### src/rtl/constraint_sampler_pkg.sv
// Shared types and constants for the constraint sampler controller and its LFSR.
package constraint_sampler_pkg;

  typedef enum logic [1:0] {
    ST_IDLE = 2'd0,
    ST_GEN  = 2'd1,
    ST_HOLD = 2'd2,
    ST_DONE = 2'd3
  } sampler_state_t;

  // Galois taps for x^64 + x^63 + x^61 + x^60 + 1, right-shifting form.
  localparam logic [63:0] LFSR_POLY     = 64'hD800_0000_0000_0000;
  localparam logic [63:0] LFSR_ZERO_SUB = 64'h1;

endpackage

### src/rtl/sampler_lfsr64.sv
// 64-bit Galois LFSR candidate source; a zero seed is replaced so the register never holds zero.
module sampler_lfsr64
  import constraint_sampler_pkg::*;
(
  input  logic        clk,
  input  logic        rst,
  input  logic        load,
  input  logic [63:0] seed,
  input  logic        adv,
  output logic [63:0] state
);

  logic [63:0] next_state;

  always_comb begin
    next_state = {1'b0, state[63:1]} ^ (state[0] ? LFSR_POLY : 64'h0);
  end

  always_ff @(posedge clk) begin
    if (rst) begin
      state <= LFSR_ZERO_SUB;
    end else if (load) begin
      state <= (seed == 64'h0) ? LFSR_ZERO_SUB : seed;
    end else if (adv) begin
      state <= next_state;
    end
  end

endmodule

### src/rtl/constraint_sampler_ctrl.sv
// Drives a constraint checker with LFSR candidates and streams accepted ones out over valid/ready.
// Optional run statistics (tried_cnt) are built only when CONSTRAINT_SAMPLER_STATS_EN is defined.
module constraint_sampler_ctrl
  import constraint_sampler_pkg::*;
#(
  parameter int VEC_W     = 64,
  parameter int MAX_TRIES = 1024,
  parameter int TRY_W     = 16
) (
  input  logic             clk,
  input  logic             rst,
  input  logic             start,
  input  logic [63:0]      seed,
  input  logic [15:0]      req_count,
  output logic [VEC_W-1:0] cand_o,
  input  logic             chk_i,
  output logic             sample_valid,
  input  logic             sample_ready,
  output logic [VEC_W-1:0] sample_data,
  output logic             busy,
  output logic             done,
  output logic             timeout,
  output logic [15:0]      accepted_cnt,
  output logic [TRY_W-1:0] tried_cnt
);

  sampler_state_t state, next;

  logic [63:0]      lfsr_state;
  logic             lfsr_load, lfsr_adv;
  logic             run_start, hit, miss, handshake, to_flag;
  logic [15:0]      req_q;
  logic [TRY_W-1:0] try_cnt;

  sampler_lfsr64 u_lfsr (
    .clk   (clk),
    .rst   (rst),
    .load  (lfsr_load),
    .seed  (seed),
    .adv   (lfsr_adv),
    .state (lfsr_state)
  );

  assign cand_o = lfsr_state[VEC_W-1:0];
  assign busy   = (state == ST_GEN) || (state == ST_HOLD);
  assign done   = (state == ST_DONE);

  always_ff @(posedge clk) begin
    if (rst) state <= ST_IDLE;
    else     state <= next;
  end

  always_comb begin
    next      = state;
    lfsr_load = 1'b0;
    lfsr_adv  = 1'b0;
    run_start = 1'b0;
    hit       = 1'b0;
    miss      = 1'b0;
    handshake = 1'b0;
    to_flag   = 1'b0;
    case (state)
      ST_IDLE: begin
        if (start) begin
          lfsr_load = 1'b1;
          run_start = 1'b1;
          next      = (req_count == 16'd0) ? ST_DONE : ST_GEN;
        end
      end
      ST_GEN: begin
        // A hit on the last allowed try takes priority over the timeout.
        if (chk_i) begin
          hit  = 1'b1;
          next = ST_HOLD;
        end else begin
          miss     = 1'b1;
          lfsr_adv = 1'b1;
          if (try_cnt == TRY_W'(MAX_TRIES - 1)) begin
            to_flag = 1'b1;
            next    = ST_DONE;
          end
        end
      end
      ST_HOLD: begin
        if (sample_ready) begin
          handshake = 1'b1;
          lfsr_adv  = 1'b1;
          next      = (accepted_cnt + 16'd1 == req_q) ? ST_DONE : ST_GEN;
        end
      end
      ST_DONE: next = ST_IDLE;
      default: next = ST_IDLE;
    endcase
  end

  always_ff @(posedge clk) begin
    if (rst) begin
      req_q        <= '0;
      try_cnt      <= '0;
      accepted_cnt <= '0;
      timeout      <= 1'b0;
      sample_valid <= 1'b0;
      sample_data  <= '0;
    end else begin
      if (run_start) begin
        req_q        <= req_count;
        try_cnt      <= '0;
        accepted_cnt <= '0;
        timeout      <= 1'b0;
      end
      if (hit) begin
        sample_data  <= cand_o;
        sample_valid <= 1'b1;
      end
      if (miss) begin
        try_cnt <= try_cnt + 1'b1;
        if (to_flag) timeout <= 1'b1;
      end
      if (handshake) begin
        sample_valid <= 1'b0;
        accepted_cnt <= accepted_cnt + 16'd1;
        try_cnt      <= '0;
      end
    end
  end

`ifdef CONSTRAINT_SAMPLER_STATS_EN
  logic [TRY_W-1:0] tried_q;

  function automatic logic [TRY_W-1:0] sat_inc(input logic [TRY_W-1:0] v);
    return (&v) ? v : v + 1'b1;
  endfunction

  always_ff @(posedge clk) begin
    if (rst)               tried_q <= '0;
    else if (run_start)    tried_q <= '0;
    else if (hit || miss)  tried_q <= sat_inc(tried_q);
  end

  assign tried_cnt = tried_q;
`else
  assign tried_cnt = '0;
`endif

endmodule
### config.mk
export PLATFORM = sky130hd
export DESIGN_NAME = constraint_sampler_ctrl
export DESIGN_NICKNAME = d
export VERILOG_FILES = /design/src/rtl/constraint_sampler_pkg.sv /design/src/rtl/sampler_lfsr64.sv /design/src/rtl/constraint_sampler_ctrl.sv
export SDC_FILE = /design/constraint.sdc
export NUM_CORES = 1
export LEC_CHECK = 0
export BUFFER_PORTS_ARGS = -buffer_cell sky130_fd_sc_hd__buf_2
export CAP_MARGIN = 25
export CELL_PAD_IN_SITES_DETAIL_PLACEMENT = 1
export CELL_PAD_IN_SITES_GLOBAL_PLACEMENT = 1
export CORE_MARGIN = 8
export CORE_UTILIZATION = 33
export CTS_CLUSTER_SIZE = 12
export DETAILED_ROUTE_END_ITERATION = 10
export PLACE_DENSITY = 0.86
export SYNTH_ARGS = -nofsm -noshare
export SYNTH_HDL_FRONTEND = slang
export SYNTH_SLANG_ARGS = --single-unit
### constraint.sdc
create_clock -name clk -period 2.2 [get_ports clk]
set_clock_uncertainty 0.15 [all_clocks]
set_input_delay 0.44 -clock clk [delete_from_list [all_inputs] [get_ports clk]]
set_output_delay 0.44 -clock clk [all_outputs]
set_load 0.01 [all_outputs]
* After elaboration in Yosys (flattened, before gate mapping) *
Index checks and enable logic that the tools add are counted.

word-level totals
  register bits = 180
  latch bits = 0
  RAM bits = 0
  bits in read-only memories = 0
  bits of input ports = 85
  output and inout bits = 164
  memories kept = 0

operators by class
  $add $sub $neg = 2
  multiply operators = 0
  divide/modulo/power cells = 0
  $lt $le $gt $ge = 0
  equal/unequal tests = 8
  shift operators = 0
  mux-type cells = 29
  bitwise operators = 1
  reduce and logical (&&, ||, !) cells = 9

operator list
  kind                                                                     number
  64-bit two-way mux                                                       4
  64-bit logical NOT                                                       1
  63-bit by 64-bit bitwise XOR with 64-bit output                          1
  16-bit two-way mux                                                       3
  16-bit by 1-bit adder with 16-bit output, second input constant          2
  16-bit by 10-bit equality test with 1-bit output, second input constant  1
  16-bit equality test                                                     1
  16-bit logical NOT                                                       1
  1-bit two-way mux                                                        14
  2-bit two-way mux                                                        6
  2-bit case mux with 4 select lines                                       1
  2-bit nonzero test                                                       3
  2-bit equality test, second input constant                               2
  2-bit inequality test, second input constant                             2
  3-bit by 2-bit inequality test with 1-bit output, second input constant  1
  3-bit AND reduction                                                      1
  2-bit by 1-bit equality test with 1-bit output, second input constant    1
  2-bit logical NOT                                                        1
  1-bit case mux with 2 select lines                                       1
  2-bit OR reduction                                                       1
  1-bit logical OR                                                         1

* Longest topological paths before layout *
Gate-level depths: netlist of run 1.

  word-level depth = 6
  mapped depth = 8
  gate-level depth less buffers = 8

* Modules after synthesis *
Synthesis of run 1 repeated with hierarchy kept, for this count alone.

unflattened totals
  cell total of the unflattened synthesis = 1,044
  area, all modules = 8,180.3 µm²

by module, submodules not included
  module                   times used  cells an instance  area an instance (µm²)
  constraint_sampler_ctrl  1           671                5,171.2
  sampler_lfsr64           1           373                3,009.1

* Least setup slack after synthesis of run 1 *
No wires, ideal clock.

  kind = flip-flop to flip-flop
  from = reg accepted_cnt[0]
  to = reg state[1]
  library setup time = 0.079 ns
  arrival = 2.121 ns
  data required time = 1.971 ns
  slack = -0.151 ns
  cell stages (with the launch flop) = 9
  buffers on the path = 1
  period minus slack after synthesis = 2.351 ns
  cells stage by stage = dfxtp_1 > ha_1 > buf_2 > and3_1 > nand4_1 > xnor2_1 > nand3_1 > or4_1 > a211oi_2

between the ends
  longest elaborated chain between the ends = 5

RTL lines
  what                                      line                            source
  start, declared                           constraint_sampler_ctrl.sv:23   output logic [15:0] accepted_cnt,
  start signal, assigned                    constraint_sampler_ctrl.sv:121  accepted_cnt <= accepted_cnt + 16'd1;
  16-bit by 1-bit adder with 16-bit output  constraint_sampler_ctrl.sv:88   next = (accepted_cnt + 16'd1 == req_q) ? ST_DONE : ST_GEN;
  16-bit equality test                      constraint_sampler_ctrl.sv:88
  2-bit two-way mux                         constraint_sampler_ctrl.sv:88
  2-bit two-way mux                         constraint_sampler_ctrl.sv:85   if (sample_ready) begin
  2-bit case mux with 4 select lines        constraint_sampler_ctrl.sv:62   case (state)
  end signal, assigned                      constraint_sampler_ctrl.sv:50   else state <= next;
  end, declared                             constraint_sampler_ctrl.sv:27   sampler_state_t state, next;

No other way between the ends. The select of a mux whose other input is x is not followed.
A chain may end at the register's enable or synchronous reset.

* Final worst setup path of run 1 *
  from = reg accepted_cnt[4]
  to = reg state[1]

The elaborated chain is that of the path after synthesis.

==> results of run 1 <==
## timing repair
action	CTS	global route
pin swaps	13	8
endpoints found under the setup margin	1	71
gates resized for setup	15	14
hold buffers	0	0
setup buffers	10	3
gates cloned	0	1
## final cells by class
type	instances	area, µm²
Tap cell	324	405
Multi-Input combinational cell	788	4200
Clock buffer	18	429
Inverter	5	18.8
Sequential cell	180	3640
Timing Repair Buffer	306	1940
Antenna cell	1	2.50
Clock inverter	14	123
Fill cell	3022	13400
## through the flow
| stage | setup TNS [ps] | worst slack, ps |
|---|---|---|
| floorplan | 0 | 9.44 |
| global placement | -5.47 | -5.47 |
| global route | -79.5 | -79.2 |
| detailed placement | -141 | -97.8 |
| CTS | 0 | 1.77 |
| finish | -22.7 | -22.7 |
## path summary, 6_finish.rpt
path / cells past startpoint / startpoint / end
setup / recovery: 7 / accepted_cnt[4] / state[1]
hold / removal: 3 / req_count[15] / req_q[15]
setup reg to reg: 7 / accepted_cnt[4] / state[1]
hold reg to reg: 2 / sample_data[58] / sample_data[58]
## cell families (layout without fill, tap and decap cells)
group                      after synthesis  after routing  synth area share (%)
DFF                                    180            180                  44.6
and+or+nand+nor                        514            514                  27.5
adders and majority gates                7              7                  1.08
AOI/OAI and AO/OA                      216            216                  17.1
buffers and inverters                   97            343                  5.79
other                                    1             17                0.0464
muxes                                    4              4                 0.542
xor gates and xnor gates                31             31                  3.36
## sequential cells by signal (all words and copies together), names as in the netlist
| signal | cells |
|---|---|
| accepted_cnt | 16 |
| state | 2 |
| timeout | 1 |
| try_cnt | 16 |
| u_lfsr.state | 64 |
| req_q | 16 |
| sample_data | 64 |
| sample_valid | 1 |
## where the power goes
part | switching [mW] | internal [mW]
Sequential | 0.527 | 3.76
Combinational | 2.04 | 1.28
Clock | 1.46 | 1.49
Total | 4.03 | 6.52
## critical path: stages, from the launching register on
cell	delay, ps
dfxtp_4	370
buf_4	170
and3_4	240
nand3_2	160
xnor2_1	190
nand4_1	130
or4_4	550
a211oi_2	180
## layer usage
layer | vias to the layer above | track usage [%]
met2 | 237 | 35.2
met3 | 57 | 6.16
met1 | 4227 | 23.7
li1 | 4086 | -
met4 | 6 | 8.55
met5 | - | 0
## synth_stat cells (all sizes together) (2+ instances only)
cell | instances | area (µm²)
and2 | 5 | 32.5
ha | 7 | 87.6
nor3b | 2 | 15.0
nand4b | 2 | 17.5
mux2 | 3 | 33.8
inv | 5 | 18.8
nor2b | 4 | 25.0
nor2 | 99 | 372
nand4 | 12 | 75.1
or4 | 5 | 38.8
nor3 | 5 | 30.0
a22oi | 2 | 15.0
and3 | 6 | 42.5
nand3 | 20 | 105
a211oi | 6 | 50.1
a31oi | 5 | 31.3
or3 | 7 | 43.8
xnor2 | 21 | 184
o21ai | 20 | 100
dfxtp | 180 | 3600
or2 | 3 | 18.8
nand2 | 307 | 1150
o211ai | 5 | 37.5
nor4b | 3 | 26.3
buf | 33 | 228
clkbuf | 59 | 221
and4 | 3 | 26.3
a311oi | 61 | 534
xor2 | 10 | 87.6
nor4 | 26 | 169
a21oi | 109 | 546
nand2b | 4 | 25.0
## cells in the final DEF (no fill, tap or decap), types with 10 or more instances in the layout
| cell | n |
|---|---|
| nand4_1 | 12 |
| a311oi_1 | 61 |
| buf_2 | 231 |
| xor2_1 | 10 |
| xnor2_1 | 20 |
| buf_12 | 16 |
| buf_4 | 58 |
| nor2_1 | 99 |
| o21ai_0 | 19 |
| nand2_1 | 305 |
| conb_1 | 16 |
| a21oi_1 | 109 |
| clkbuf_16 | 18 |
| nand3_1 | 17 |
| nor4_1 | 22 |
| dfxtp_1 | 164 |
==> run_results.csv, run 1 <==
group,metric,value,unit
drt,met2_length,15400,µm
finish,drive_gt1_share,29.4,%
yosys,ys_ff_latch,180,
finish,utilization,44.5,%
floorplanning,core_area,24200,µm²
drt,viasPerCell,5.26,
global_routing,grt_pass1_vias,8980,
drt,antenna_left,0,
yosys,ys_async_sr_fraction,0,%
yosys,avgSynthCellArea,7.69,µm²
min_path,min_path_type,"input pin to register",
sta,max_freq,450,MHz
sta,finalSetupViolCount,1,
sta,period_needed,2220,ps
yosys,ys.flop_type,"dfxtp_1",
clocking,cts_tree,"done",
critical_path,arrival,2420,ps
placement,gp_congestion,0.913,
drt,drt_iter0_drc,388,
placement,io_buffers,232,
yosys,netlist_instances,1050,
drt,wl,31300,µm
sta,slew_viol_final,0,
critical_path,end_kind,"register",
finish,fin_nets,1390,
job,cap_violations,0,
finish,area_growth,33.1,%
clocking,cts_max_level,4,
clocking,cts_root_buffer,"clkbuf_16",
finish,instances_no_fill,1636,
drt,wl_met3,2360,µm
clocking,clock_path_buffers,2,
drt,routed-via-count,8613,
status,status,"finished with violations",
yosys,yosysUniqueCellTypes,54,
sta,hold_ws,113,ps
floorplanning,die_height,172,µm
clocking,clk_latency,430,ps
clocking,tritoncts_num_sinks,180,
yosys,synth_edf_count,0,
sta,max-slew-margin-rel,63.5,%
drt,top_layer,"met5",
drt,drt-pass1-iter-count,4,
floorplanning,ios,249,
clocking,numCtsBuffers,17,
critical_path,cp.required,2400,ps
clocking,cts.clk_slew.worst_paths,70,ps
global_routing,grt_antenna_before_repair,4,
drt,drt-met1-wl,12700,µm
sta,period_share,101,%
sta,tightest_slew,543,ps
critical_path,startpoint_type,"register",
drt,wl_per_cell,19.1,µm
sta,finalHoldViolations,0,
critical_path,path_max_fanout,11,
global_routing,overflow,0,
sta,rsz0062_at_grt,"true",
floorplanning,die_area,29700,µm²
pwr,ir_drop,439,µV
pwr,p_leak,4.45,nW
pwr,powerDensity,981,nW/µm²
global_routing,grt_max_degree,69,
placement,dpl.hpwl,22700,µm
finish,stdcell_area,10800,µm²
yosys,yosysWarnings,0,
status,violations,"negative setup slack",
floorplanning,die_w,172,µm
yosys,netlist_area,8080,µm²
global_routing,grt_pass1_wl,48800,µm
floorplanning,start_util,33.4,%
pwr,finalPower,10.6,mW
global_routing,grt_use_total,20.6,%
floorplanning,row_count,57,
critical_path,critical_path_class,"register to register",
sta,final.setup.worst_slack,-22.7,ps
placement,place_area,9970,µm²
critical_path,ff2ff_setup_slack,-20,ps
placement,dp_cells,1589,
yosys,seq_area_frac_synth,44.6,%
drt,drc,0,
Power figures use the tool's default switching activity.
==> run 2, diff against run 1 <==
Settings changed: CAP_MARGIN 25 to default.
Clock period 2.2 ns to 2 ns, I/O delays scaled along.
==> run_results.csv, run 2 (synthesis results as in run 1) <==
group,metric,value,unit
global_routing,grt_antenna_before_repair,7,
sta,finalSetupViolCount,22,
finish,area_growth,41.4,%
clocking,cts_hold_buf,0,
placement,dpl.hpwl,23900,µm
sta,period_share,110,%
drt,routed-via-count,8894,
critical_path,startpoint_type,"register",
critical_path,cp.required,2200,ps
job,cap_violations,0,
critical_path,arrival,2390,ps
sta,max_freq,455,MHz
sta,period_needed,2200,ps
critical_path,cp_top_family,"simple AND/OR/NAND/NOR gates",
floorplanning,die_w,172,µm
finish,biggestRegsByFlops,"sample_data (64), u_lfsr.state (64)",
floorplanning,die_height,172,µm
status,violations,"negative setup slack",
drt,drc,0,
clocking,clk_latency,420,ps
finish,layout_common_cells,"nand2_1 (304), buf_2 (231), dfxtp_1 (170)",
global_routing,overflow,0,
pwr,p_leak,4.80,nW
pwr,ir_drop,486,µV
drt,drt-pass1-iter-count,6,
clocking,cts_max_level,4,
sta,max-slew-margin-rel,59.4,%
critical_path,critical_path_class,"register to register",
floorplanning,row_count,57,
drt,viasPerCell,5.29,
clocking,numCtsBuffers,17,
sta,final.setup.worst_slack,-197,ps
global_routing,grt_pass1_vias,9375,
placement,gp_congestion,0.894,
floorplanning,start_util,33.4,%
placement,place_area,10300,µm²
critical_path,slowest_delay,530,ps
finish,fin_nets,1433,
min_path,min_path_type,"input pin to register",
finish,stdcell_area,11400,µm²
placement,pre_cts_ws,-277,ps
finish,layout_commonest_cell,"nand2_1",
sta,tightest_slew,604,ps
drt,drt_iter0_drc,460,
global_routing,grt_max_degree,101,
finish,utilization,47.2,%
critical_path,end_kind,"register",
floorplanning,core_area,24200,µm²
drt,antenna_left,0,
clocking,clock_path_buffers,2,
floorplanning,die_area,29700,µm²
status,status,"finished with violations",
placement,dp_cells,1629,
critical_path,slowest_stage,"or4_4",
finish,instances_no_fill,1680,
placement,io_buffers,232,
sta,hold_ws,81.7,ps
sta,rsz0062_at_grt,"true",
floorplanning,ios,249,
clocking,cts.clk_slew.worst_paths,80,ps
critical_path,crit_buf_inv,1,
pwr,finalPower,12.4,mW
global_routing,grt_use_total,21.9,%
pwr,powerDensity,1080,nW/µm²
critical_path,crit_chain,"nand4_1, buf_6, nor4_4, xnor2_1, nand3_1, or4_4, a211oi_2",
sta,setup_tns,-508,ps
finish,drive_gt1_share,33.3,%
clocking,tritoncts_num_sinks,180,
critical_path,path_max_fanout,5,
global_routing,grt_pass1_wl,51300,µm
clocking,cts_tree,"done",
sta,finalHoldViolations,0,
clocking,cts_root_buffer,"clkbuf_16",
drt,wl_per_cell,20.3,µm
drt,wl,34100,µm
sta,slew_viol_final,0,
[run 2: changes by cell type in the layout (fill, tap and decap cells not counted), sizes merged]
cell and change:
clkinvlp -5, inv +3, clkinv +3, diode +1, clkbuf +3, buf +39
[run 2: path summary, 6_finish.rpt]
kind / start / endpoint / slack (ps) / depth (start not counted)
worst max-delay path: accepted_cnt[1] / state[1] / -200 / 7
worst min-delay path: req_count[11] / req_q[11] / 80 / 3
worst max register to register: accepted_cnt[1] / state[1] / -200 / 7
worst min register to register: sample_data[14] / sample_data[14] / 300 / 2
[run 2: cell type report]
type	instances	area [µm²]
sequential	180	3620
clock inverter	15	135
clock buffer	17	425
antenna	2	5.00
tap	324	405
inverter	5	18.8
multi-input combinational	788	4390
fill	2988	12800
timing repair buffer	349	2420
[run 2: per-layer routing]
layer | GRT usage (%) | up-vias | share of wire (%)
li1 | - | 4186 | -
met1 | 25.4 | 4401 | 41
met2 | 38.3 | 245 | 50
met3 | 6.39 | 50 | 6.9
met4 | 6.71 | 12 | 1.8
met5 | 0 | - | 0.18
[run 2: what timing repair did]
item / 4_1_cts / 5_1_grt
buffers inserted: 5 / 4
setup endpoints to repair: 80 / 81
cloned: 3 / 5
pin swaps: 6 / 13
gates resized for setup: 28 / 43
[run 2: where the power goes]
| part | internal (mW) | switching [mW] |
|---|---|---|
| Combinational | 1.81 | 2.53 |
| Clock | 1.65 | 1.65 |
| Sequential | 4.14 | 0.585 |
[run 2: worst register-to-register path: stages (launching register included)]
cell and delay, ps:
dfxtp_4 380, nand4_1 110, buf_6 150, nor4_4 320, xnor2_1 170, nand3_1 130
or4_4 530, a211oi_2 200
==> run 3, diff against run 2 <==
Settings changed: CTS_CLUSTER_DIAMETER from default to 40, SYNTH_HIERARCHICAL from default to 1.
==> run_results.csv, run 3 <==
group,metric,value,unit
status,status,"finished with violations",
status,violations,"negative setup slack",
pwr,powerDensity,887,nW/µm²
floorplanning,row_count,57,
sta,period_share,113,%
finish,fin_nets,1413,
yosys,netlist_instances,1044,
sta,period_needed,2270,ps
clocking,cts_tree,"done",
global_routing,grt_pass1_wl,50600,µm
clocking,clk_latency,440,ps
critical_path,cp.required,2200,ps
finish,fillCellCount,3014,
placement,io_buffers,232,
yosys,netlist.area_leader.share,44.1,%
sta,max-slew-margin-rel,66.4,%
floorplanning,die_height,173,µm
sta,slew_viol_final,0,
critical_path,end_kind,"register",
job,cap_violations,0,
drt,drt_iter0_drc,451,
yosys,ys_ff_latch,180,
finish,utilization,46.0,%
critical_path,reg2reg_depth,7,
placement,gp_congestion,0.957,
sta,max_freq,441,MHz
critical_path,cp_top_family,"simple AND/OR/NAND/NOR gates",
global_routing,grt_antenna_before_repair,6,
drt,routed-via-count,8582,
finish,biggestRegsByFlops,"sample_data (64), u_lfsr/state (64)",
min_path,hold_depth,3,
clocking,clock_path_buffers,2,
sta,tightest_slew,504,ps
pwr,p_leak,4.65,nW
yosys,yosysWarnings,6,
finish,drive_gt1_share,31.9,%
critical_path,slowest_delay,520,ps
sta,finalSetupViolCount,56,
yosys,seq_area_frac_synth,44.1,%
yosys,netlist_area,8180,µm²
clocking,cts.clk_slew.worst_paths,80,ps
drt,drt-pass1-iter-count,4,
floorplanning,start_util,33.6,%
floorplanning,die_area,30100,µm²
yosys,ys.flop_type,"dfxtp_1",
placement,dp_cells,1623,
floorplanning,die_w,173,µm
floorplanning,ios,249,
critical_path,startpoint_type,"register",
yosys,synth_top_cells_by_area,"dfxtp_1 (44%), a21oi_1 (10%), nand2_1 (8.8%), nor2_1 (7.7%), mux2i_1 (7.5%)",
critical_path,path_max_fanout,5,
critical_path,cp_num_cells,7,
critical_path,slowest_stage,"or4_1",
finish,layout_common_cells,"buf_2 (231), nand2_1 (187), a21oi_1 (166), dfxtp_1 (166), nor2_1 (163)",
yosys,synth_commonest_cells,"nand2_1 (191), dfxtp_1 (180), a21oi_1 (168)",
critical_path,crit_chain,"ha_4, nand3_4, or4_1, a22oi_2, nand4_1, a2111o_1, a211oi_2",
floorplanning,core_area,24300,µm²
yosys,yosys.area.top_type,"dfxtp_1",
critical_path,critical_path_class,"register to register",
drt,drc,0,
clocking,cts_max_level,4,
drt,wl_per_cell,19.4,µm
drt,viasPerCell,5.16,
placement,place_area,10400,µm²
global_routing,grt_max_degree,68,
critical_path,crit_buf_inv,0,
sta,final.setup.worst_slack,-266,ps
finish,stdcell_area,11200,µm²
yosys,ys_async_sr_fraction,0,%
clocking,cts_root_buffer,"clkbuf_16",
sta,rsz0062_at_grt,"true",
drt,antenna_left,0,
sta,finalHoldViolations,0,
yosys,synth_edf_count,0,
global_routing,grt_use_total,20.6,%
critical_path,arrival,2460,ps
yosys,avgSynthCellArea,7.84,µm²
yosys,yosysUniqueCellTypes,55,
finish,instances_no_fill,1662,
finish,layout_commonest_cell,"buf_2",
finish,area_growth,36.9,%
min_path,min_path_type,"input pin to register",
pwr,ir_drop,500,µV
clocking,cts_hold_buf,0,
placement,dpl.hpwl,23700,µm
global_routing,overflow,0,
yosys,synth_most_common_cell,"nand2_1",
global_routing,grt_pass1_vias,9197,
clocking,numCtsBuffers,17,
drt,wl,32300,µm
clocking,tritoncts_num_sinks,180,
[run 3: cell count changes after synthesis, sizes merged, moves of 3 or more]
cell | previous run | this run
a311oi | 61 | 2
mux2i | 1 | 61
buf | 33 | 37
clkbuf | 59 | 51
a21oi | 109 | 168
nand2 | 307 | 191
nand4 | 12 | 17
or4 | 5 | 8
o21ai | 20 | 15
a22oi | 2 | 5
nand3 | 20 | 15
nor2 | 99 | 167
[run 3: timing repair]
item | in CTS | in global routing
endpoints found under the setup margin | 64 | 78
pin swaps | 5 | 5
endpoints found under the hold margin | 0 | 0
resized for setup | 12 | 38
setup buffers | 1 | 2
gates cloned | 1 | 0
[run 3: power breakdown]
group	switching (mW)	internal [mW]	leakage, nW
Clock	1.71	1.69	0.289
Combinational	1.43	0.950	2.89
Sequential	0.297	3.85	1.47
[run 3: cells by family after synthesis]
kind of cell	Yosys count	synth area share [%]
AOI/OAI and AO/OA	216	14.5
buffers and inverters	94	5.46
muxes	62	7.60
xor gates and xnor gates	29	3.11
adders and majority gates	7	1.07
other	1	0.0458
DFF	180	44.1
and+or+nand+nor	455	24.2
[run 3: area by class of cell]
cell class	count	area [µm²]	area share [%]
Multi-Input combinational cell	785	4420	39.4
Sequential cell	180	3640	32.5
Timing Repair Buffer	331	2110	18.8
Clock buffer	18	429	3.83
Tap cell	324	405	3.62
Clock inverter	14	163	1.45
Inverter	6	25.0	0.223
Antenna cell	4	10.0	0.0894
[run 3: worst reg2reg max path: cells and delay by family (launching register included)]
kind	cells	cell delay (ps)
AO/OA/AOI/OAI	3	730
AND/OR/NAND/NOR	3	750
flip-flops	1	390
adder cells (fa/ha/maj)	1	170
[run 3: path summary, 6_finish.rpt]
check | startpoint | endpoint | slack [ps]
setup / recovery | accepted_cnt[1] | state[1] | -270
hold / removal | seed[50] | u_lfsr/state[50] | 60
setup reg to reg | accepted_cnt[1] | state[1] | -270
hold reg to reg | sample_data[8] | sample_data[8] | 300
[run 3: through the flow]
stage	hold slack, ps	TNS (ps)	setup WS [ps]	power (mW)
after CTS	40.8	-5230	-217	9.97
after global placement	289	-617	-365	6.41
final	56.6	-3420	-266	9.93
after global routing	52.8	-9210	-366	10.4
after floorplan	298	-2690	-161	5.54
after detailed placement	294	-2750	-328	6.52
[run 3: per-layer routing]
layer  track usage (%)  vias to the layer above  wire (µm)  part of all wire (%)
li1                  -                     4099          -                     -
met1              23.5                     4201      13200                    41
met2              35.8                      233      15900                    49
met3              6.86                       41       2430                   7.5
met4              6.86                        8        597                   1.9
met5                 0                        -         41                  0.13
